## config.mk

```make
export PLATFORM = sky130hd
export DESIGN_NAME = dmem_bus_ctrl
export DESIGN_NICKNAME = d
export VERILOG_FILES = /design/src/rtl/dmem_bus_pkg.sv /design/src/rtl/dmem_timeout_ctr.sv /design/src/rtl/dmem_bus_ctrl.sv
export SDC_FILE = /design/constraint.sdc
export NUM_CORES = 1
export LEC_CHECK = 0
export ABC_AREA = 1
export BUFFER_PORTS_ARGS = -buffer_cell sky130_fd_sc_hd__buf_2
export CAP_MARGIN = 20
export CELL_PAD_IN_SITES_DETAIL_PLACEMENT = 0
export CELL_PAD_IN_SITES_GLOBAL_PLACEMENT = 1
export CORE_MARGIN = 2
export CORE_UTILIZATION = 30
export DETAILED_ROUTE_END_ITERATION = 7
export PLACE_DENSITY = 0.83
export SETUP_SLACK_MARGIN = 0.4
export SLEW_MARGIN = 15
export SYNTH_ARGS = -nofsm -noshare
export SYNTH_HDL_FRONTEND = slang
export SYNTH_HIERARCHICAL = 1
export SYNTH_SLANG_ARGS = --single-unit
```

## constraint.sdc

```tcl
create_clock -name clk -period 1.5 [get_ports clk]
set_input_delay 0.15 -clock clk [delete_from_list [all_inputs] [get_ports clk]]
set_output_delay 0.15 -clock clk [all_outputs]
set_load 0.02 [all_outputs]
```

## src/rtl/dmem_bus_pkg.sv

```systemverilog
// Shared state encoding and constants for the data-memory bus controller.
package dmem_bus_pkg;

  typedef enum logic [1:0] {IDLE, REQ, WAIT, DONE} state_e;

  // Byte-offset address bits forced to zero on the word-wide bus.
  localparam logic [1:0] WORD_ALIGN_MASK = 2'b11;

  localparam int unsigned DEFAULT_TIMEOUT_CYCLES = 255;

endpackage

```

## src/rtl/dmem_timeout_ctr.sv

```systemverilog
// Saturating cycle counter for an in-flight bus transaction.
// expired_o marks the last allowed REQ/WAIT cycle, so the FSM leaves after exactly TIMEOUT_CYCLES cycles.
module dmem_timeout_ctr
  import dmem_bus_pkg::*;
#(
  parameter int unsigned TIMEOUT_CYCLES = DEFAULT_TIMEOUT_CYCLES
) (
  input  logic clk,
  input  logic rst,
  input  logic clr_i,
  input  logic en_i,
  output logic expired_o
);

  localparam int unsigned CW = $clog2(TIMEOUT_CYCLES + 1);
  localparam logic [CW-1:0] CNT_MAX  = CW'(TIMEOUT_CYCLES);
  localparam logic [CW-1:0] CNT_LAST = CW'(TIMEOUT_CYCLES - 1);

  logic [CW-1:0] cnt_q, cnt_d;

  always_comb begin
    cnt_d = cnt_q;
    if (clr_i) begin
      cnt_d = '0;
    end else if (en_i && (cnt_q != CNT_MAX)) begin
      cnt_d = cnt_q + CW'(1);
    end
  end

  always_ff @(posedge clk) begin
    if (rst) begin
      cnt_q <= '0;
    end else begin
      cnt_q <= cnt_d;
    end
  end

  assign expired_o = en_i && (cnt_q == CNT_LAST);

endmodule

```

## src/rtl/dmem_bus_ctrl.sv

```systemverilog
// Single-outstanding data-memory bus controller between the memory stage and a valid/ready bus.
// Stalls the pipeline from request until DONE (2 cycles fast path, 3 minimum otherwise); request fields held stable until handshake.
module dmem_bus_ctrl
  import dmem_bus_pkg::*;
#(
  parameter int unsigned TIMEOUT_CYCLES = DEFAULT_TIMEOUT_CYCLES,
  parameter int unsigned ADDR_W         = 32
) (
  input  logic              clk,
  input  logic              rst,
  input  logic              request,
  input  logic              we_re,
  input  logic [3:0]        mask,
  input  logic [ADDR_W-1:0] address,
  input  logic [31:0]       store_data,
  output logic              stall,
  output logic              data_valid,
  output logic [31:0]       load_data,
  output logic              bus_err,
  output logic              bus_req_valid,
  input  logic              bus_req_ready,
  output logic [ADDR_W-1:0] bus_addr,
  output logic              bus_we,
  output logic [3:0]        bus_mask,
  output logic [31:0]       bus_wdata,
  input  logic              bus_rsp_valid,
  input  logic [31:0]       bus_rsp_data
);

  localparam logic [ADDR_W-1:0] ALIGN_KEEP = ~{{(ADDR_W-2){1'b0}}, WORD_ALIGN_MASK};

  state_e            state_q, state_d;
  logic [ADDR_W-1:0] addr_q, addr_d;
  logic              we_q, we_d;
  logic [3:0]        mask_q, mask_d;
  logic [31:0]       wdata_q, wdata_d;
  logic [31:0]       load_data_q, load_data_d;
  logic              bus_err_q, bus_err_d;
  logic              ctr_clr, ctr_en, expired;

  assign ctr_clr = (state_q == IDLE) && request;
  assign ctr_en  = (state_q == REQ) || (state_q == WAIT);

  dmem_timeout_ctr #(
    .TIMEOUT_CYCLES(TIMEOUT_CYCLES)
  ) u_timeout_ctr (
    .clk      (clk),
    .rst      (rst),
    .clr_i    (ctr_clr),
    .en_i     (ctr_en),
    .expired_o(expired)
  );

  always_comb begin
    state_d       = state_q;
    addr_d        = addr_q;
    we_d          = we_q;
    mask_d        = mask_q;
    wdata_d       = wdata_q;
    load_data_d   = load_data_q;
    bus_err_d     = bus_err_q;
    stall         = 1'b0;
    data_valid    = 1'b0;
    bus_req_valid = 1'b0;

    case (state_q)
      IDLE: begin
        stall = request;
        if (request) begin
          addr_d  = address & ALIGN_KEEP;
          we_d    = we_re;
          mask_d  = mask;
          wdata_d = store_data;
          state_d = REQ;
        end
      end
      REQ: begin
        stall         = 1'b1;
        bus_req_valid = 1'b1;
        if (bus_req_ready && bus_rsp_valid) begin
          if (!we_q) load_data_d = bus_rsp_data;
          state_d = DONE;
        end else if (expired) begin
          load_data_d = '0;
          bus_err_d   = 1'b1;
          state_d     = DONE;
        end else if (bus_req_ready) begin
          state_d = WAIT;
        end
      end
      WAIT: begin
        stall = 1'b1;
        // A response on the final allowed cycle still counts as completion.
        if (bus_rsp_valid) begin
          if (!we_q) load_data_d = bus_rsp_data;
          state_d = DONE;
        end else if (expired) begin
          load_data_d = '0;
          bus_err_d   = 1'b1;
          state_d     = DONE;
        end
      end
      DONE: begin
        data_valid = 1'b1;
        state_d    = IDLE;
      end
      default: state_d = IDLE;
    endcase
  end

  always_ff @(posedge clk) begin
    if (rst) begin
      state_q     <= IDLE;
      addr_q      <= '0;
      we_q        <= 1'b0;
      mask_q      <= '0;
      wdata_q     <= '0;
      load_data_q <= '0;
      bus_err_q   <= 1'b0;
    end else begin
      state_q     <= state_d;
      addr_q      <= addr_d;
      we_q        <= we_d;
      mask_q      <= mask_d;
      wdata_q     <= wdata_d;
      load_data_q <= load_data_d;
      bus_err_q   <= bus_err_d;
    end
  end

  assign bus_addr  = addr_q;
  assign bus_we    = we_q;
  assign bus_mask  = mask_q;
  assign bus_wdata = wdata_q;
  assign load_data = load_data_q;
  assign bus_err   = bus_err_q;

endmodule

```

==> summary.md <==
| Metric | Value |
|---|---|
| Main combinational cell family by area after synthesis | `simple AND/OR/NAND/NOR gates` |
| CTS root buffer | `clkbuf_16` |
| Layout area overhead | `52.7%` |
| Prevailing post-synth register cell | `dfxtp_1` |
| Type of origin of the critical path | `flip-flop` |
| Worst VDD drop | `0.760 mV` |
| Post-Synth XOR/XNOR Area | `less than 1%` |
| Non-Filler Instances | `1,101` |
| Number of global-route vias before repair | `4,599` |
| Post-synthesis compound-gate area fraction | `13.2%` |
| Post-synth top area share | `43.7%` |
| CTS tree | `done` |
| Final instance area | `~7700 µm²` |
| First-pass iteration count of the detailed router | `4` |
| Pwr/cell area | `around 1900 nW/µm²` |
| Initial antenna violation count | `0` |
| Number of synthesized flops with an enable pin | `0` |
| Routability cong. | `0.745` |
| Vias | `approximately 5,000` |
| Starting Density | `30.5%` |
| Largest net degree at the start of global routing | `38` |
| Post-synthesis sequential area ratio | `43.7%` |
| Die Area | `17,900 µm²` |
| Finish-stage setup viols | `0` |
| Worst Path Max Fanout | `4` |
| Post-synth top area cell | `dfxtp_1` |
| PortBufs | `between 200 and 250` |
| Post-synthesis mux area share | `0%` |
| Post-DRT Antenna Nets | `0` |
| Routed WL | `around 15,000 µm` |
| Synth top cells by count | `nor2_1 (146), nand2_1 (120), dfxtp_1 (110)` |
| CP Class | `reg -> out` |
| Crit path required time | `1.35 ns` |
| Maximum capacitance violations | `0` |
| Fmax | `676 MHz` |
| Count leader, synth | `nor2_1` |
| Post-DR wirelength/cell | `13.8 µm` |
| Die Ht | `134 µm` |
| Drt initial violations | `between 100 and 150` |
| Clk slew on worst S/H paths | `0.08 ns` |
| DP HPWL | `between 9000 and 10,000 µm` |
| Endpoint class of the critical path | `primary output` |
| Adder and majority gate portion of the synthesized area | `2.23%` |
| Htree depth | `3` |
| DIE WIDTH | `134 µm` |
| CTS buffer count | `9` |
| Arrival @ worst endpoint | `1.33 ns` |
| First-pass GRT wire length | `22,900 µm` |
| Inserted Diodes | `0` |
| YS warnings | `6` |
| Clock Sinks | `110` |
| Unrepaired setup endpoints after global routing | `yes` |
| Crit path time final | `1.48 ns` |
| CORE AREA | `between 15,000 and 20,000 µm²` |
| Grt ovf | `0` |
| Status | `finished, final reports clean` |
| Leakage | `3.47 nW` |
| Top Ports | `211` |
| All-layer global routing usage | `16.0%` |
| Pins Over Slew Limit | `0` |
| Row cnt | `47` |
| Post-Synthesis Cell Area | `5040 µm²` |
| Clk_lat worst skew | `0.36 ns` |
| Dpl cells | `1,061` |
| DP Area | `6390 µm²` |
| Post-synthesis async set-or-reset flop share | `0%` |
| Unique masters post-synth | `30` |
| Worst-margin pin slew | `0.548 ns` |
| Rel. slew slack | `a little under two thirds` |
| Cell count after synthesis | `650` |
| Drt via density | `4.53` |
| Crit share post-route | `a little over nine tenths` |
| Simple-Gate Fraction of Synth Area | `between 30 and 40%` |
| Ranking of synthesized cells by area | `dfxtp_1 (44%), nor2_1 (11%), nand2_1 (8.9%)` |
| # DRC | `0` |
| Clock buffer depth | `2` |
| Final Hold Viols | `0` |
| Total power | `14.4 mW` |
| #FFs+latches synth | `110` |
| Layout cells sized above 1 | `51.2%` |
| # nets final | `991` |
| Path category of the worst min-delay check | `in -> reg` |
| Post-CTS Hold Buffers | `0` |
| Synth Area per Inst | `7.76 µm²` |
| Skew final | `0.0118 ns` |
==> logic make-up after synthesis <==
| family | count (synthesis) |
|---|---|
| buffers and inverters | 63 |
| AO/OA/AOI/OAI | 114 |
| AND/OR/NAND/NOR | 351 |
| other | 1 |
| XOR/XNOR | 2 |
| adder cells (fa/ha/maj) | 9 |
| flip-flops | 110 |
==> flip-flops by register name, indices dropped and copies added, names as in the netlist <==
register,flops
bus_err,1
bus_mask,4
state_q,2
u_timeout_ctr/cnt_q,8
bus_addr,30
load_data,32
bus_wdata,32
bus_we,1
==> power by group <==
part	switching (mW)	total, mW	internal (mW)
combinational	4.36	7.78	3.42
sequential	0.396	4.03	3.63
clock	1.24	2.60	1.36
total	6.00	14.4	8.41
==> per-layer routing <==
layer,GRT usage (%),routed length (µm)
met5,0,0
met3,6.54,1370
met1,20.0,6640
met4,4.08,143
met2,25.7,7090
==> worst paths after layout <==
check	slack, ns	endpoint	from	cells after the start
setup / recovery	0.02	stall	state_q[0]$_SDFFE_PP0P_	7
hold / removal	0.02	bus_addr[21]$_SDFFE_PP0P_	address[21]	3
setup reg to reg	0.03	load_data[23]$_SDFFE_PP0P_	u_timeout_ctr/cnt_q[0]$_SDFFE_PP0P_	8
hold reg to reg	0.47	bus_err$_SDFFE_PP0P_	bus_err$_SDFFE_PP0P_	2
==> critical path, stage by stage (launching register included) <==
cell and delay, ns:
dfxtp_4 0.36, inv_4 0.04, ha_4 0.17, nand2_8 0.09
inv_12 0.03, nor2_4 0.12, nor2_4 0.04, buf_6 0.12
==> through the flow <==
stage	hold WS (ns)	setup TNS [ns]	utilization [%]	setup slack, ns
CTS	0.00551	0	42.2	0.00472
detailed placement	0.388	0	38.7	0.00425
global placement	0.380	0	38.7	0.0403
floorplan	0.296	0	-	0.145
global route	0.00870	-0.547	46.6	-0.0478
finish	0.0176	0	46.6	0.0196
==> area by class of cell <==
type	count	area, µm²
multi-input combinational	479	2880
inverter	16	77.6
tap	220	275
fill	1651	8820
clock inverter	7	100
timing repair buffer	260	1910
clock buffer	9	225
sequential	110	2230
==> repair_timing <==
item	4_1_cts	5_1_grt
gates cloned	3	6
pin swaps	5	8
setup buffers	7	8
setup endpoints to repair	111	143
gates resized for setup	37	179
==> cells in the final DEF (no fill, tap or decap), types with 12 or more instances in the layout <==
master / n
buf_12: 13
a21oi_2: 27
buf_4: 38
dfxtp_1: 92
nand3_2: 33
dfxtp_2: 16
o21ai_2: 59
nand2_1: 117
nand3_1: 37
buf_2: 181
buf_6: 12
nor2_1: 141
clkbuf_16: 15
a21oi_1: 13
Note: power is estimated with default switching activity, not from simulation.
